<file path="src/rtl/epu_input_fetch.sv">
// epu_input_fetch: streaming 2-D tile reader for the EPU side of the input buffer.
// Walks rows x cols words (row starts separated by row_stride) out of a
// single-port SRAM with 1-cycle read latency and delivers them on a valid/ready
// stream through a small credit-controlled FIFO.
// Optional build macro EPU_FETCH_ZPAD_EN adds pad_i: every row is framed by
// pad_i zero words on each side. The zero words take a FIFO credit but no SRAM access.
`timescale 1ns/1ps

module epu_input_fetch #(
  parameter int ADDR_W     = 18,
  parameter int DATA_W     = 32,
  parameter int DIM_W      = 10,
  parameter int FIFO_DEPTH = 4
) (
  input  logic              clk,
  input  logic              rst,
  input  logic              start_i,
  input  logic [ADDR_W-1:0] base_addr_i,
  input  logic [DIM_W-1:0]  cols_i,
  input  logic [DIM_W-1:0]  rows_i,
  input  logic [ADDR_W-1:0] row_stride_i,
`ifdef EPU_FETCH_ZPAD_EN
  input  logic [1:0]        pad_i,
`endif
  output logic              sram_cs_o,
  output logic              sram_oe_o,
  output logic [ADDR_W-1:0] sram_addr_o,
  output logic              sram_wreq_o,
  input  logic [DATA_W-1:0] sram_rdata_i,
  output logic [DATA_W-1:0] data_o,
  output logic              valid_o,
  input  logic              ready_i,
  output logic              row_last_o,
  output logic              tile_last_o,
  output logic              busy_o,
  output logic              done_o
);

  localparam int PTR_W = (FIFO_DEPTH > 1) ? $clog2(FIFO_DEPTH) : 1;
  localparam int CNT_W = PTR_W + 1;
  localparam int COL_W = DIM_W + 2;   // row length can include up to 2*3 pad words
  localparam logic [CNT_W:0]   DEPTH_C   = (CNT_W+1)'(FIFO_DEPTH);
  localparam logic [COL_W-1:0] COL_ONE   = COL_W'(1);
  localparam logic [DIM_W-1:0] DIM_ONE   = DIM_W'(1);
  localparam logic [PTR_W-1:0] PTR_ONE   = PTR_W'(1);
  localparam logic [CNT_W-1:0] CNT_ONE   = CNT_W'(1);
  localparam logic             WRITE_DIS = 1'b0;

  typedef enum logic [1:0] {
    ST_IDLE  = 2'd0,
    ST_FETCH = 2'd1,
    ST_DRAIN = 2'd2,
    ST_DONE  = 2'd3
  } state_t;

  state_t              state_r;
  logic [DIM_W-1:0]    cols_r, rows_r, row_r;
  logic [ADDR_W-1:0]   stride_r, row_ptr_r;
  logic [COL_W-1:0]    col_r;
`ifdef EPU_FETCH_ZPAD_EN
  logic [1:0]          pad_r;
`endif
  logic                busy_r, done_r;
  logic                inflight_r, infl_pad_r, infl_rl_r, infl_tl_r;
  logic [DATA_W-1:0]   mem_data_r [FIFO_DEPTH];
  logic [FIFO_DEPTH-1:0] mem_rl_r, mem_tl_r;
  logic [PTR_W-1:0]    wr_ptr_r, rd_ptr_r;
  logic [CNT_W-1:0]    count_r;

  logic [COL_W-1:0]    pad_s, cols_ext_s, row_len_s;
  logic                is_pad_s, row_last_s, tile_last_s, issue_s, rd_s;
  logic [CNT_W:0]      occ_s;
  logic [ADDR_W-1:0]   addr_s;
  logic                valid_s, push_s, pop_s;
  logic [DATA_W-1:0]   push_data_s;

  // Walk position decode and credit: issue only from registered occupancy, never from ready_i.
  always_comb begin
    pad_s = {COL_W{1'b0}};
`ifdef EPU_FETCH_ZPAD_EN
    pad_s = {{(COL_W-2){1'b0}}, pad_r};
`endif
    cols_ext_s  = {2'b00, cols_r};
    row_len_s   = cols_ext_s + pad_s + pad_s;
    is_pad_s    = (col_r < pad_s) || (col_r >= (pad_s + cols_ext_s));
    row_last_s  = (col_r == (row_len_s - COL_ONE));
    tile_last_s = row_last_s && (row_r == (rows_r - DIM_ONE));
    occ_s       = {1'b0, count_r} + {{CNT_W{1'b0}}, inflight_r};
    issue_s     = (state_r == ST_FETCH) && (occ_s < DEPTH_C);
    rd_s        = issue_s && !is_pad_s;
    addr_s      = row_ptr_r + ADDR_W'(col_r - pad_s);
    valid_s     = (count_r != {CNT_W{1'b0}});
    pop_s       = valid_s && ready_i;
    push_s      = inflight_r;
  end

  // Capture mux: pad slots push zero instead of the SRAM read data.
  always_comb begin
    if (infl_pad_r) begin
      push_data_s = {DATA_W{1'b0}};
    end else begin
      push_data_s = sram_rdata_i;
    end
  end

  // SRAM port and stream outputs; head data is masked while the FIFO is empty.
  always_comb begin
    sram_cs_o   = rd_s;
    sram_oe_o   = rd_s;
    sram_wreq_o = WRITE_DIS;
    if (rd_s) begin
      sram_addr_o = addr_s;
    end else begin
      sram_addr_o = {ADDR_W{1'b0}};
    end
    valid_o = valid_s;
    if (valid_s) begin
      data_o      = mem_data_r[rd_ptr_r];
      row_last_o  = mem_rl_r[rd_ptr_r];
      tile_last_o = mem_tl_r[rd_ptr_r];
    end else begin
      data_o      = {DATA_W{1'b0}};
      row_last_o  = 1'b0;
      tile_last_o = 1'b0;
    end
    busy_o = busy_r;
    done_o = done_r;
  end

  // Main FSM: latches the job, walks col/row/row_ptr per issue, registers busy/done.
  always_ff @(posedge clk or negedge rst) begin
    if (!rst) begin
      state_r   <= ST_IDLE;
      cols_r    <= {DIM_W{1'b0}};
      rows_r    <= {DIM_W{1'b0}};
      row_r     <= {DIM_W{1'b0}};
      col_r     <= {COL_W{1'b0}};
      stride_r  <= {ADDR_W{1'b0}};
      row_ptr_r <= {ADDR_W{1'b0}};
`ifdef EPU_FETCH_ZPAD_EN
      pad_r     <= 2'b00;
`endif
      busy_r    <= 1'b0;
      done_r    <= 1'b0;
    end else begin
      case (state_r)
        ST_IDLE: begin
          done_r <= 1'b0;
          if (start_i) begin
            cols_r    <= cols_i;
            rows_r    <= rows_i;
            stride_r  <= row_stride_i;
            row_ptr_r <= base_addr_i;
            col_r     <= {COL_W{1'b0}};
            row_r     <= {DIM_W{1'b0}};
`ifdef EPU_FETCH_ZPAD_EN
            pad_r     <= pad_i;
`endif
            busy_r    <= 1'b1;
            if ((cols_i == {DIM_W{1'b0}}) || (rows_i == {DIM_W{1'b0}})) begin
              state_r <= ST_DONE;
              done_r  <= 1'b1;
            end else begin
              state_r <= ST_FETCH;
            end
          end else begin
            busy_r <= 1'b0;
          end
        end
        ST_FETCH: begin
          if (issue_s) begin
            if (row_last_s) begin
              col_r     <= {COL_W{1'b0}};
              row_r     <= row_r + DIM_ONE;
              row_ptr_r <= row_ptr_r + stride_r;
            end else begin
              col_r <= col_r + COL_ONE;
            end
            if (tile_last_s) begin
              state_r <= ST_DRAIN;
            end else begin
              state_r <= ST_FETCH;
            end
          end else begin
            state_r <= ST_FETCH;
          end
        end
        ST_DRAIN: begin
          if (!valid_s && !inflight_r) begin
            state_r <= ST_DONE;
            done_r  <= 1'b1;
          end else begin
            state_r <= ST_DRAIN;
          end
        end
        ST_DONE: begin
          state_r <= ST_IDLE;
          busy_r  <= 1'b0;
          done_r  <= 1'b0;
        end
        default: begin
          state_r <= ST_IDLE;
          busy_r  <= 1'b0;
          done_r  <= 1'b0;
        end
      endcase
    end
  end

  // Read-latency stage: remembers that a slot was issued and the flags computed at issue time.
  always_ff @(posedge clk or negedge rst) begin
    if (!rst) begin
      inflight_r <= 1'b0;
      infl_pad_r <= 1'b0;
      infl_rl_r  <= 1'b0;
      infl_tl_r  <= 1'b0;
    end else begin
      inflight_r <= issue_s;
      infl_pad_r <= issue_s && is_pad_s;
      infl_rl_r  <= row_last_s;
      infl_tl_r  <= tile_last_s;
    end
  end

  // FIFO storage; contents need no reset because the outputs are masked when empty.
  always_ff @(posedge clk) begin
    if (push_s) begin
      mem_data_r[wr_ptr_r] <= push_data_s;
      mem_rl_r[wr_ptr_r]   <= infl_rl_r;
      mem_tl_r[wr_ptr_r]   <= infl_tl_r;
    end
  end

  // FIFO pointers and occupancy; push and pop together leave the count unchanged.
  always_ff @(posedge clk or negedge rst) begin
    if (!rst) begin
      wr_ptr_r <= {PTR_W{1'b0}};
      rd_ptr_r <= {PTR_W{1'b0}};
      count_r  <= {CNT_W{1'b0}};
    end else begin
      if (push_s) begin
        wr_ptr_r <= wr_ptr_r + PTR_ONE;
      end
      if (pop_s) begin
        rd_ptr_r <= rd_ptr_r + PTR_ONE;
      end
      case ({push_s, pop_s})
        2'b10:   count_r <= count_r + CNT_ONE;
        2'b01:   count_r <= count_r - CNT_ONE;
        default: count_r <= count_r;
      endcase
    end
  end

endmodule

</file>
<file path="config.mk">
export PLATFORM = sky130hd
export DESIGN_NAME = epu_input_fetch
export DESIGN_NICKNAME = d
export VERILOG_FILES = /design/src/rtl/epu_input_fetch.sv
export SDC_FILE = /design/constraint.sdc
export NUM_CORES = 1
export LEC_CHECK = 0
export BUFFER_PORTS_ARGS = -buffer_cell sky130_fd_sc_hd__buf_2
export CAP_MARGIN = 10
export CELL_PAD_IN_SITES_DETAIL_PLACEMENT = 1
export CELL_PAD_IN_SITES_GLOBAL_PLACEMENT = 2
export CORE_ASPECT_RATIO = 0.7
export CORE_MARGIN = 2
export CORE_UTILIZATION = 40
export CTS_CLUSTER_DIAMETER = 80
export CTS_CLUSTER_SIZE = 25
export DETAILED_ROUTE_END_ITERATION = 16
export PLACE_DENSITY = 0.83
export SYNTH_ARGS = -nofsm -noshare
export SYNTH_HDL_FRONTEND = slang
export SYNTH_SLANG_ARGS = --single-unit
</file>
<file path="constraint.sdc">
create_clock -name clk -period 5 [get_ports clk]
set_input_delay 0.5 -clock clk [delete_from_list [all_inputs] [get_ports clk]]
set_output_delay 0.5 -clock clk [all_outputs]
set_load 0.02 [all_outputs]
</file>
== After elaboration in Yosys (flattened, before gate mapping) ==
Memory sizes are Yosys's and may differ from the RTL's.
Cells that the tools add are included.

* Add/subtract/negate cells: 11
* $lt $le $gt $ge: 6
* Eq/ne operators: 11
* Multiplexer cells: 40
* Reductions and logical operators: 24

{| class="wikitable"
|+ Operator list
! cell !! count
|-
| $mux 18 || 4
|-
| $mux 32 || 2
|-
| $mux 12 || 3
|-
| $pmux 18 s2 || 1
|-
| $mux 10 || 3
|-
| $pmux 12 s2 || 1
|-
| $logic_not 10->1 || 2
|-
| $pmux 10 s2 || 1
|-
| $add 18x12->18 || 1
|-
| $add 18x18->18 || 1
|-
| $add 12x1->12 const B || 1
|-
| $eq 12x12->1 || 1
|-
| $ge 12x10->1 || 1
|-
| $lt 12x1->1 const B || 1
|-
| $mux 1 || 12
|-
| $sub 10x1->11 const B || 1
|-
| $add 10x1->10 const B || 1
|-
| $eq 10x10->1 || 1
|-
| $sub 10x1->10 const B || 1
|-
| $bwmux 4 || 2
|-
| $mux 2 || 4
|-
| $ne 2x2->1 const B || 4
|-
| $pmux 2 s4 || 1
|-
| $logic_and 1x1->1 || 7
|-
| 22 further kinds || 35
|}

* Flip-flop bits (word level): 101
* Bits in writable memories: 128
* Bits of input ports: 92
* Output and inout bits: 58
* Memories kept: 1

{| class="wikitable"
|+ Memories
! name !! words !! bits a word !! read ports !! clocked after Yosys merged registers in !! write ports !! line !! text
|-
| mem_data_r || 4 || 32 || 1 || 0 || 1 || 65 || <nowiki>logic [DATA_W-1:0] mem_data_r [FIFO_DEPTH];</nowiki>
|}

== Depth between registers and ports, before layout ==
* Word-level depth: 6
* Mapped depth: 13
* Depth with buffers taken out: 11

== Least setup slack after synthesis ==
OpenSTA, ideal clock, no wires.

* Path kind: register to output
* From: register cols_r[0]
* To: output sram_oe_o
* Data arrival time: 2613 ps
* Data required time: 4500 ps
* Path slack: 1887 ps
* Cell stages (with the launch flop): 13
* Path buffers: 3
* Cell sequence: dfrtp_1 > ha_1 > nand2b_1 > a21o_1 > a21o_1 > a211oi_1 > o31a_1 > o21ai_0 > or2_2 > clkbuf_1 > clkbuf_1 > inv_1 > buf_4

* Cells in the longest elaborated chain, start to end: 4

{| class="wikitable"
|+ Ends and longest elaborated chain
! item !! line !! text
|-
| start: declaration || 57 || <nowiki>logic [DIM_W-1:0] cols_r, rows_r, row_r;</nowiki>
|-
| start signal: assignment || 134 || <nowiki>cols_r <= {DIM_W{1'b0}};</nowiki>
|-
| start signal: assignment || 150 || <nowiki>cols_r <= cols_i;</nowiki>
|-
| $ge 12x10->1 || 85 || <nowiki>is_pad_s = (col_r < pad_s) || (col_r >= (pad_s + cols_ext_s));</nowiki>
|-
| $logic_or 1x1->1 || 85 ||
|-
| $logic_not 1->1 || 90 || <nowiki>rd_s = issue_s && !is_pad_s;</nowiki>
|-
| $logic_and 1x1->1 || 90 ||
|-
| end: declaration || 26 || <nowiki>output logic sram_oe_o,</nowiki>
|}

Every way passes these cells.

== Worst setup path after layout ==
* From: register col_r[0]
* To: output sram_addr_o[14]

* Cells in the longest elaborated chain, start to end: 5

{| class="wikitable"
|+ Ends and longest elaborated chain
! item !! line !! text
|-
| start: declaration || 59 || <nowiki>logic [COL_W-1:0] col_r;</nowiki>
|-
| start signal: assignment || 137 || <nowiki>col_r <= {COL_W{1'b0}};</nowiki>
|-
| start signal: assignment || 154 || <nowiki>col_r <= {COL_W{1'b0}};</nowiki>
|-
| start signal: assignment || 173 || <nowiki>col_r <= {COL_W{1'b0}};</nowiki>
|-
| $lt 12x1->1 / $ge 12x10->1 (equally long branches) || 85 ||
|-
| $logic_or 1x1->1 || 85 ||
|-
| $logic_not 1->1 || 90 ||
|-
| $logic_and 1x1->1 || 90 ||
|-
| $mux 18 * || 111 || <nowiki>if (rd_s) begin</nowiki>
|-
| end: declaration || 27 || <nowiki>output logic [ADDR_W-1:0] sram_addr_o,</nowiki>
|}

Every way passes the cells marked *; elsewhere a longest branch is shown, timed or not.

==> impl_metrics.toml <==
[cts]
post_cts_buffers = 0
cts_tree = "done"
cts_root_buffer = "clkbuf_16"
htree_levels = 1
cts_hold_buf = 0
cts_made_buffers = 14
cts_resized = 0
clock_latency_ns = 0.50
clockBufferDepth = 3
clk_pin_slew_ns = 0.11
clock-sinks = 229

[route]
firstDrtPassIters = 4
viasPerCell = 5.27
drt_iter0_drc = 368
finalWirelength_mm = 28.9
drc_errors = 0
wl_per_cell_um = 19.5
vias = 7834
drtAntennaViolNets = 0

[logic_synthesis]
yosysMostFrequentCell = "edfxtp_1"
yosys.area.top_type = "edfxtp_1"
syn-num-nets = 1110
netlist_instances = 963
synth_area_leaders = "edfxtp_1 (34%), dfrtp_1 (20%), mux4_2 (6.5%)"
avgSynthCellArea_um2 = 12.3
netlist_area_um2 = 11900
seq_area_frac_synth = 0.540
synth_top_area_frac = 0.344
ys_ff_latch = 229
synth-edff-count = 136
yosys_warnings = 0
async_reset_ff_frac = 0.406
synth_common_cells = "edfxtp_1 (136), dfrtp_1 (93), nor2_1 (69), ha_1 (52), nand2_1 (51)"
synth_top_flop_cell = "edfxtp_1"
synthDistinctLibCells = 64

[grt]
antenna_found_initial = 2
gr-total-overflow = 0
grt_max_degree = 48
grt_pass1_wl_mm = 45.9
track_usage = 0.187
first_global_vias = 8196

[timing]
fin_crit_sh = 0.780
worstMarginPinSlew_ns = 1.09
final.setup.worst_slack_ns = 1.10
fin_crit_ns = 3.90
final-max-slew-violation-count = 0
slew_headroom = 0.268
rsz0062_at_grt = "false"
fin_setup_tns_ns = 0
clock.fmax_mhz = 256
final-setup-viol-count = 0
finClkSkew_ns = 0.0305
hold_viol_final = 0

[worst_setup_path]
crit_arrival_ns = 3.40
crit_type = "register to primary output"
path_max_fanout = 4
r2r_cells = 11
startpoint_type = "register"
cp.required_ns = 4.50
crit_path_end_kind = "primary output"

[floorplanning]
start_util = 0.409
core_um2 = 29000
row_count = 52
die-height_um = 148
io_pins = 150
die_x_um = 210
dieArea_um2 = 31100

[place]
routabilityCongestion = 0.752
dp_hpwl_mm = 20.6
port_buffers = 148
place_ws_ns = 1.59

[layout]
n_fill_cell = 3087
syn_to_final_growth_pct = 13.5
drive_gt1_frac = 0.240
nets = 1247

[hold_path]
min_path_type = "input port to async pin"

[power]
pwr_density_cell_nw_per_um2 = 586
p_leak_nw = 5.46
peakVddDrop_uv = 196

[outcome]
status = "finished clean"

[flow_run]
cap_violations = 0
==> where the power goes <==
| part | internal, mW | leakage, nW | switching (mW) |
|---|---|---|---|
| clock network | 0.578 | 0.215 | 0.667 |
| logic | 1.65 | 2.86 | 2.10 |
| registers | 2.44 | 2.39 | 0.457 |
==> flip-flops by register name, summed over array words and instances (netlist names) <==
register,count
row_r,10
infl_tl_r,1
mem_data_r,128
wr_ptr_r,2
busy_o,1
count_r,3
inflight_r,1
cols_r,10
infl_rl_r,1
stride_r,18
mem_tl_r,4
rows_r,10
rd_ptr_r,2
done_o,1
state_r,2
infl_pad_r,1
col_r,12
mem_rl_r,4
row_ptr_r,18
==> layout by cell type (no fill, tap or decap), types with 4 or more instances in the layout <==
master and count:
and3_1 8, o21ai_0 49, mux2_2 39, clkbuf_1 4
mux4_2 34, ha_1 52, nand2b_1 5, buf_2 147
nand3b_1 4, o211ai_1 5, nand2_1 50, nand3_1 19
nor2b_1 42, and2_1 45, buf_4 14, a211oi_1 7
a31oi_1 4, o21a_1 4, nand4_1 6, xnor2_1 42
dfrtp_1 92, or4_1 6, a21oi_1 34, clkbuf_16 15
mux2i_1 11, nor4_1 5, o21bai_1 5, xor2_1 30
nor3_1 14, inv_1 45, edfxtp_1 136, or3_1 5
a21o_1 10, nor2_1 69
==> stage by stage <==
step	hold WS (ns)	utilization	power [mW]	instances	area, um^2
after global routing	0.0641	0.464	8.49	1486	13500
final	0.0332	0.464	7.89	1487	13500
after CTS	0.0519	0.464	7.99	1486	13500
after floorplan	0.204	-	5.60	963	11900
after global placement	0.473	0.448	6.61	1462	13000
after detailed placement	0.468	0.448	6.71	1462	13000
==> worst paths after layout <==
kind	startpoint	endpoint	slack [ns]
setup / recovery	col_r[0]	sram_addr_o[14]	1.10
hold / removal	rst	row_r[1]	0.03
setup reg to reg	state_r[1]	row_ptr_r[4]	1.60
hold reg to reg	count_r[2]	count_r[2]	0.49
max in group asynchronous	rst	rd_ptr_r[0]	3.81
min in group clk	row_stride_i[9]	stride_r[9]	0.23
==> cell families (layout without fill, tap and decap cells) <==
group                    count (synthesis)  after routing  synth area share
AND/OR/NAND/NOR                        297            297             0.133
flip-flops                             229            229             0.540
AO/OA/AOI/OAI                          140            140            0.0729
buffers and inverters                   85            230            0.0292
multiplexers                            84             84             0.111
XOR/XNOR                                72             72            0.0531
adder cells (fa/ha/maj)                 55             55            0.0599
other                                    1              2          0.000316
==> layer usage <==
layer / GRT usage / vias up / share of wire
met5: 0 / - / 0
met4: 0.0216 / 0 / 0.0087
met3: 0.0253 / 15 / 0.032
met2: 0.292 / 87 / 0.45
met1: 0.286 / 3975 / 0.51
li1: - / 3757 / -
==> final cells by class <==
class,instances,area [um^2],share of cell area
Inverter,45,169,0.0125
Timing Repair Buffer,161,841,0.0625
Clock buffer,19,390,0.0290
Clock inverter,5,57.6,0.00428
Tap cell,378,473,0.0351
Multi-Input combinational cell,649,5120,0.380
Antenna cell,1,2.50,0.000186
Sequential cell,229,6410,0.476
==> critical path, stage by stage, from the launching register on <==
cell,delay (ns)
dfrtp_1,0.43
ha_1,0.22
fa_1,0.40
a21oi_1,0.16
o21bai_1,0.12
a21oi_1,0.26
o211ai_1,0.20
a311oi_1,0.57
nor2_1,0.15
xnor2_1,0.16
nor2_1,0.08
buf_2,0.17
Power figures use the tool's default switching activity.
